## config.mk

```make
export PLATFORM = sky130hd
export DESIGN_NAME = mdr_mem_interface
export DESIGN_NICKNAME = d
export VERILOG_FILES = /design/src/rtl/cpu_pkg.sv /design/src/rtl/mem_handshake_fsm.sv /design/src/rtl/mdr_mem_interface.sv
export SDC_FILE = /design/constraint.sdc
export NUM_CORES = 1
export LEC_CHECK = 0
export ABC_AREA = 1
export BUFFER_PORTS_ARGS = -buffer_cell sky130_fd_sc_hd__clkbuf_2
export CAP_MARGIN = 20
export CORE_MARGIN = 2
export CORE_UTILIZATION = 46
export DETAILED_ROUTE_END_ITERATION = 10
export PLACE_DENSITY = 0.8
export SLEW_MARGIN = 20
export SYNTH_ARGS = -nofsm -noshare
export SYNTH_HDL_FRONTEND = slang
export SYNTH_SLANG_ARGS = --single-unit
```

## constraint.sdc

```tcl
create_clock -name clock -period 1.56 [get_ports clock]
set_input_delay 0.156 -clock clock [delete_from_list [all_inputs] [get_ports clock]]
set_output_delay 0.156 -clock clock [all_outputs]
set_load 0.01 [all_outputs]
```

## src/rtl/cpu_pkg.sv

```systemverilog
// Shared definitions for the datapath memory-side blocks.
//   mem_state_t : handshake FSM states (IDLE, REQ, DONE)
//   ADDR_W_DEF  : default memory address width
//   DATA_W_DEF  : default datapath / memory data width
package cpu_pkg;

  localparam int ADDR_W_DEF = 9;
  localparam int DATA_W_DEF = 32;

  typedef enum logic [1:0] {
    IDLE = 2'd0,
    REQ  = 2'd1,
    DONE = 2'd2
  } mem_state_t;

endpackage

```

## src/rtl/mem_handshake_fsm.sv

```systemverilog
// Memory handshake controller: runs one read or write transaction at a time.
// Optional macro: MEM_TIMEOUT_EN adds an abort after TIMEOUT_CYCLES cycles in REQ without ack.
// Ports:
//   clock, clear : rising-edge clock, asynchronous active-low reset
//   read, write  : start requests, only honoured in IDLE (read wins over write)
//   mem_ack      : memory completion, only meaningful in REQ
//   mem_req      : request, high for every REQ cycle
//   mem_we       : 1 = write, 0 = read; held for the whole REQ phase
//   busy         : high in REQ and DONE
//   done         : one-cycle pulse in DONE
//   err          : one-cycle pulse after a timeout abort (0 without MEM_TIMEOUT_EN)
//   idle         : FSM is in IDLE (gates MAR/MDR loads in the parent)
//   rd_capture   : MDR should take mem_rdata at this edge
module mem_handshake_fsm
  import cpu_pkg::*;
#(
  parameter int TIMEOUT_CYCLES = 255
) (
  input  logic clock,
  input  logic clear,
  input  logic read,
  input  logic write,
  input  logic mem_ack,
  output logic mem_req,
  output logic mem_we,
  output logic busy,
  output logic done,
  output logic err,
  output logic idle,
  output logic rd_capture
);

  mem_state_t state_r;
  mem_state_t state_nxt_s;
  logic       we_r;
  logic       we_nxt_s;
  logic       req_r;
  logic       busy_r;
  logic       done_r;
  logic       err_r;
  logic       err_nxt_s;
  logic       timeout_s;

`ifdef MEM_TIMEOUT_EN
  localparam int CNT_W = (TIMEOUT_CYCLES < 2) ? 1 : $clog2(TIMEOUT_CYCLES + 1);
  logic [CNT_W-1:0] cnt_r;

  // Counts REQ cycles without ack; restarts whenever the FSM is outside REQ.
  always_ff @(posedge clock or negedge clear) begin
    if (!clear) begin
      cnt_r <= '0;
    end else if (state_r != REQ) begin
      cnt_r <= '0;
    end else if (!mem_ack) begin
      cnt_r <= cnt_r + CNT_W'(1);
    end else begin
      cnt_r <= cnt_r;
    end
  end

  // The last allowed REQ cycle is the one where the count reaches TIMEOUT_CYCLES-1.
  assign timeout_s = (state_r == REQ) && !mem_ack &&
                     (cnt_r == CNT_W'(TIMEOUT_CYCLES - 1));
`else
  // No timeout in this build; the parameter has no effect here.
  assign timeout_s = 1'b0 & (TIMEOUT_CYCLES != 0);
`endif

  // Next-state and next-output decode; ack takes priority over timeout.
  always_comb begin
    state_nxt_s = state_r;
    we_nxt_s    = 1'b0;
    err_nxt_s   = 1'b0;
    case (state_r)
      IDLE: begin
        if (read) begin
          state_nxt_s = REQ;
          we_nxt_s    = 1'b0;
        end else if (write) begin
          state_nxt_s = REQ;
          we_nxt_s    = 1'b1;
        end else begin
          state_nxt_s = IDLE;
        end
      end
      REQ: begin
        if (mem_ack) begin
          state_nxt_s = DONE;
        end else if (timeout_s) begin
          state_nxt_s = IDLE;
          err_nxt_s   = 1'b1;
        end else begin
          state_nxt_s = REQ;
          we_nxt_s    = we_r;
        end
      end
      DONE: begin
        state_nxt_s = IDLE;
      end
      default: begin
        state_nxt_s = IDLE;
      end
    endcase
  end

  // State and registered handshake outputs, all decoded from the next state.
  always_ff @(posedge clock or negedge clear) begin
    if (!clear) begin
      state_r <= IDLE;
      we_r    <= 1'b0;
      req_r   <= 1'b0;
      busy_r  <= 1'b0;
      done_r  <= 1'b0;
      err_r   <= 1'b0;
    end else begin
      state_r <= state_nxt_s;
      we_r    <= we_nxt_s;
      req_r   <= (state_nxt_s == REQ);
      busy_r  <= (state_nxt_s != IDLE);
      done_r  <= (state_nxt_s == DONE);
      err_r   <= err_nxt_s;
    end
  end

  assign mem_req    = req_r;
  assign mem_we     = we_r;
  assign busy       = busy_r;
  assign done       = done_r;
  assign err        = err_r;
  assign idle       = (state_r == IDLE);
  assign rd_capture = (state_r == REQ) && mem_ack && !we_r;

endmodule

```

## src/rtl/mdr_mem_interface.sv

```systemverilog
// Memory-side neighbour of the datapath bus: holds MAR and MDR and drives the
// memory handshake through mem_handshake_fsm.
// Optional macro: MEM_TIMEOUT_EN (REQ aborts after TIMEOUT_CYCLES cycles without ack).
// Ports:
//   clock, clear         : rising-edge clock, asynchronous active-low reset
//   BusMuxOut            : datapath bus value
//   MARin / MDRin        : load MAR (low ADDR_W bits) / MDR from the bus, only in IDLE
//   Read / Write         : start a transaction, only in IDLE; Read wins
//   mem_addr, mem_wdata  : MAR and MDR towards memory
//   mem_req, mem_we      : request and direction
//   mem_rdata, mem_ack   : read data and completion from memory
//   MDRout_q             : MDR contents towards the bus
//   busy, done, err      : transaction status
module mdr_mem_interface
  import cpu_pkg::*;
#(
  parameter int ADDR_W         = ADDR_W_DEF,
  parameter int DATA_W         = DATA_W_DEF,
  parameter int TIMEOUT_CYCLES = 255
) (
  input  logic              clock,
  input  logic              clear,
  input  logic [DATA_W-1:0] BusMuxOut,
  input  logic              MARin,
  input  logic              MDRin,
  input  logic              Read,
  input  logic              Write,
  output logic [ADDR_W-1:0] mem_addr,
  output logic [DATA_W-1:0] mem_wdata,
  output logic              mem_req,
  output logic              mem_we,
  input  logic [DATA_W-1:0] mem_rdata,
  input  logic              mem_ack,
  output logic [DATA_W-1:0] MDRout_q,
  output logic              busy,
  output logic              done,
  output logic              err
);

  logic [ADDR_W-1:0] mar_r;
  logic [DATA_W-1:0] mdr_r;
  logic              idle_s;
  logic              rd_capture_s;

  mem_handshake_fsm #(
    .TIMEOUT_CYCLES(TIMEOUT_CYCLES)
  ) u_fsm (
    .clock      (clock),
    .clear      (clear),
    .read       (Read),
    .write      (Write),
    .mem_ack    (mem_ack),
    .mem_req    (mem_req),
    .mem_we     (mem_we),
    .busy       (busy),
    .done       (done),
    .err        (err),
    .idle       (idle_s),
    .rd_capture (rd_capture_s)
  );

  // MAR: bus address load, frozen while a transaction is in flight.
  always_ff @(posedge clock or negedge clear) begin
    if (!clear) begin
      mar_r <= '0;
    end else if (idle_s && MARin) begin
      mar_r <= BusMuxOut[ADDR_W-1:0];
    end else begin
      mar_r <= mar_r;
    end
  end

  // MDR: read data from memory, or bus load while idle.
  always_ff @(posedge clock or negedge clear) begin
    if (!clear) begin
      mdr_r <= '0;
    end else if (rd_capture_s) begin
      mdr_r <= mem_rdata;
    end else if (idle_s && MDRin) begin
      mdr_r <= BusMuxOut;
    end else begin
      mdr_r <= mdr_r;
    end
  end

  assign mem_addr  = mar_r;
  assign mem_wdata = mdr_r;
  assign MDRout_q  = mdr_r;

endmodule
```

### Yosys cells after proc, flatten, opt, wreduce, memory -nomap -nowiden

Index checks and enable logic that the tools add are counted.

| storage, ports and cells | value |
|---|---|
| bits of input ports | 71 |
| flip-flop bits (word level) | 47 |
| output and inout port bits | 78 |

| cells by class | value |
|---|---|
| equal/unequal tests | 4 |
| multiplexer cells | 10 |
| reductions and logical operators | 8 |

Operators by type and width:

| kind | count |
|---|---|
| 2-to-1 mux 32 bit | 2 |
| equality test 2 x 1 -> 1 bit (second input constant) | 2 |
| logical AND 1 bit | 4 |
| 2-to-1 mux 1 bit | 4 |
| 2-to-1 mux 2 bit | 2 |
| case mux 2 bit (2 select lines) | 1 |
| nonzero test 2 bit | 2 |
| equality test 2 bit (second input constant) | 1 |
| logical NOT 2 bit | 1 |
| inequality test 2 bit (second input constant) | 1 |
| case mux 1 bit (2 select lines) | 1 |
| logical NOT 1 bit | 1 |

### Depth between registers and ports, before layout

| depth | value |
|---|---|
| depth in word-level cells | 4 |
| mapped depth | 6 |
| mapped depth without buffers | 5 |

### Cells and area by module

Synthesis repeated with hierarchy kept, for this count alone.

| second synthesis, totals | value |
|---|---|
| cells, all modules | 339 |
| area, all modules | 2641.3 um^2 |

By module, submodules not included:

| module | area each (um^2) | times used | cells each |
|---|---|---|---|
| mdr_mem_interface | 2401.1 | 1 | 315 |
| mem_handshake_fsm | 240.2 | 1 | 24 |

### Worst setup path before layout

No wires, ideal clock.

| timing | value |
|---|---|
| path kind | register to register |
| from | register u_fsm.state_r[1] |
| to | register mdr_r[10], in the netlist MDRout_q[10] |
| setup slack | 370 ps |
| clock period less this slack | 1190 ps |
| cell stages (with the launch flop) | 6 |
| setup time | 117 ps |
| arrival | 1073 ps |
| required time | 1443 ps |
| cell sequence | dfrtp_1 nor2_4 nand2_4 buf_4 nand3_1 nand2_1 |

| between the ends | value |
|---|---|
| longest elaborated chain between the ends | 4 |

RTL lines:

| element | line | RTL |
|---|---|---|
| start: declaration | mem_handshake_fsm.sv:33 | `mem_state_t state_r;` |
| start signal: assignment | mem_handshake_fsm.sv:116 | `state_r <= state_nxt_s;` |
| equality test 2 x 1 -> 1 bit | mem_handshake_fsm.sv:131 | `assign rd_capture = (state_r == REQ) && mem_ack && !we_r;` |
| logical AND 1 bit (2 in series) | mem_handshake_fsm.sv:131 |  |
| 2-to-1 mux 32 bit / nonzero test 2 bit (equally long branches) | - |  |
| end signal: assignment | mdr_mem_interface.sv:78 | `mdr_r <= mem_rdata;` |
| end signal: assignment | mdr_mem_interface.sv:80 | `mdr_r <= BusMuxOut;` |
| end signal: assignment | mdr_mem_interface.sv:82 | `mdr_r <= mdr_r;` |
| end: declaration | mdr_mem_interface.sv:41 | `logic [DATA_W-1:0] mdr_r;` |

Parallel ways exist; a longest one is shown, timed or not.
A chain may end at the register's enable or synchronous reset.

### Final worst setup path

| timing | value |
|---|---|
| from | register u_fsm.state_r[1] |
| to | register mdr_r[19], in the netlist MDRout_q[19] |

Same word-level chain as after synthesis.

==> flow_metrics.env <==
export IMPL_status="completed"
export IMPL_finalCritPeriodShare_pct=84.7
export IMPL_rrSetupSlack_ns=0.24
export IMPL_cap_violations=0
export IMPL_syn_num_nets=449
export IMPL_setup_tns_final_ns=0
export IMPL_p_per_area_nw_per_um2=1980
export IMPL_placed_area_um2=3480
export IMPL_cts_resized=0
export IMPL_postCtsSetupBuffers=0
export IMPL_critical_path_class="flip-flop to flip-flop"
export IMPL_cp_arrival_ns=1.50
export IMPL_regArea_um2=1180
export IMPL_path_cells="nor2_4, nand2_4, nand3_1, nand2_1"
export IMPL_cp_start_kind="flip-flop"
export IMPL_io_buffers=147
export IMPL_finalCriticalPeriod_ns=1.32
export IMPL_grt_max_degree=37
export IMPL_core_area_um2=6310
export IMPL_crit_fanout=32
export IMPL_final_area_um2=3620
export IMPL_rows=29
export IMPL_ff2ff_path_depth=4
export IMPL_syn_area_per_cell_um2=7.91
export IMPL_synth_seq_cells=47
export IMPL_dieArea_um2=7160
export IMPL_irDropWorstVdd_mv=0.967
export IMPL_pin_count=149
export IMPL_drc=0
export IMPL_required_ns=1.74
export IMPL_h_tree_depth=2
export IMPL_r2r_start="u_fsm.state_r[1]"
export IMPL_start_util_pct=47.4
export IMPL_holdPathEnd="mem_addr[7]"
export IMPL_ys_warn_count=0
export IMPL_diodes=0
export IMPL_clock_latency_ns=0.30
export IMPL_grt_pass1_wl_mm=12.2
export IMPL_cts_sinks=47
export IMPL_syn2layout_area_growth_pct=21.1
export IMPL_overflow=0
export IMPL_syn_inst=378
export IMPL_layout_drive_gt1_share_pct=39.7
export IMPL_nFillCells=592
export IMPL_dieHeight_um=84.6
export IMPL_cts_tree="yes"
export IMPL_final_antenna_net_count=0
export IMPL_clockBufferDepth=2
export IMPL_clock_skew_ns=0.0116
export IMPL_crit_path_max_incr_delay_ns=0.49
export IMPL_cp_top_family="simple AND/OR/NAND/NOR gates"
export IMPL_gp_congestion=0.843
export IMPL_finalMaxSlewViolations=0
export IMPL_clockRootBuffer="clkbuf_8"
export IMPL_clock_fmax_ghz=0.757
export IMPL_hold_class="primary input to flip-flop"
export IMPL_grt_pass1_vias=2700
export IMPL_via_per_inst=5.07
export IMPL_whs_path_depth=3
export IMPL_antenna_found_initial=0
export IMPL_avgRoutedWirePerCell_um=13.4
export IMPL_synth_distinct_cells=21
export IMPL_tightest_slew_ns=0.538
export IMPL_p_leak_nw=2.18
export IMPL_clkTransAtPathRegs_ns=0.09
export IMPL_fp_dieW_um=84.6
export IMPL_dpl_hpwl_mm=5.45
export IMPL_multi_input_area_um2=1200
export IMPL_track_usage_pct=20.8
export IMPL_worst_path_max_delay_cell="dfrtp_1"
export IMPL_critical_path_endpoint_type="flip-flop"
export IMPL_r2r_end="MDRout_q[19]"
export IMPL_hold_violations=0
export IMPL_firstDrtPassIters=4
export IMPL_vias=2856
export IMPL_fin_nets=556
export IMPL_hp_start="BusMuxOut[7]"
export IMPL_wirelength_mm=7.52
export IMPL_layout_commonest_cell="clkbuf_2"
export IMPL_mostFrequentLayoutCells="clkbuf_2, nand2_1, nand3_1"
export IMPL_drtIter0Drc=139
export IMPL_critPathBufInv=0
export IMPL_setup_violations=0
export IMPL_synth_area_um2=2990
export IMPL_yosysSeqAreaShare_pct=39.3
export IMPL_maxSlewHeadroom_pct=64.2
export IMPL_rsz0062_at_grt="false"
export IMPL_cts_buffers_inserted=5
-- flip-flops by register name (all words and copies together) (netlist names) --
name           cells
mem_addr           9
u_fsm.mem_req      1
u_fsm.busy         1
MDRout_q          32
u_fsm.mem_we       1
u_fsm.state_r      2
u_fsm.done         1
-- worst max path at each step --
stage / start / to / slack, ns / cells after the start
after floorplan: u_fsm.state_r[1] / MDRout_q[10] / 0.37 / 5
after global placement: u_fsm.state_r[1] / MDRout_q[18] / 0.29 / 6
after detailed placement: u_fsm.state_r[1] / MDRout_q[19] / 0.26 / 4
after CTS: u_fsm.state_r[1] / MDRout_q[19] / 0.24 / 4
after global routing: u_fsm.state_r[1] / MDRout_q[17] / 0.15 / 4
final: u_fsm.state_r[1] / MDRout_q[19] / 0.24 / 4
-- report_power, final --
group | switching [W] | leakage (nW) | internal (W)
combinational | 0.00228 | 1.55 | 0.00149
sequential | 0.000529 | 0.564 | 0.00183
clock | 0.000399 | 0.0654 | 0.000640
-- worst reg2reg max path, delay by kind of cell, from the launching register on --
kind          cells  cell delay [ns]
flops             1             0.49
simple gates      4             0.71
-- per-layer routing --
metal	wire (um)	global-route usage, %
met3	572	3.54
met5	0	0
met4	87	5.34
met1	3230	27.5
met2	3620	35.4
-- repair_timing --
action | in CTS | in global routing
endpoints found under the setup margin | 0 | 0
hold buffers | 1 | 0
hold endpoints to repair | 19 | 0
-- synth_stat cells --
library cell,instances,share of area (%)
nand2_1,117,15
nand3_1,55,9.2
dfrtp_1,47,39
buf_4,36,9.0
inv_1,33,4.1
nand4_1,32,6.7
nand3_2,18,6.0
buf_6,11,4.1
buf_2,8,1.3
clkbuf_1,4,0.50
buf_8,2,1.0
inv_2,2,0.25
nand2_4,2,0.75
nor2_4,2,0.75
nor3_1,2,0.33
o21ai_0,2,0.33
clkinv_1,1,0.13
conb_1,1,0.13
nand3b_1,1,0.25
nand4_4,1,0.71
o21ai_2,1,0.29
-- cell families (layout without fill, tap and decap cells) --
kind of cell | count (synthesis) | count (layout) | synth area share [%]
other | 1 | 1 | 0.125
flip-flops | 47 | 47 | 39.3
AND/OR/NAND/NOR | 230 | 230 | 39.4
AO/OA/AOI/OAI | 3 | 3 | 0.627
buffers and inverters | 97 | 205 | 20.5
-- layout make-up --
class                      count  share of cell area, %
sequential                    47                   32.5
clock inverter                 2                   1.66
tap                           77                   2.66
clock buffer                   6                   2.00
timing repair buffer         161                   24.3
inverter                      36                   3.73
multi-input combinational    234                   33.2
-- per-stage QoR --
stage | total power (W) | cells | worst slack (ns) | hold slack, ns | utilization, %
after global placement | 0.00607 | 554 | 0.291 | 0.155 | 55.1
after global routing | 0.00774 | 563 | 0.148 | 0.109 | 57.4
after floorplan | 0.00535 | 378 | 0.370 | -0.140 | -
final | 0.00718 | 563 | 0.239 | 0.105 | 57.4
after CTS | 0.00723 | 563 | 0.238 | 0.0959 | 57.4
after detailed placement | 0.00618 | 554 | 0.257 | 0.160 | 55.1
(Power assumes the default switching activity.)
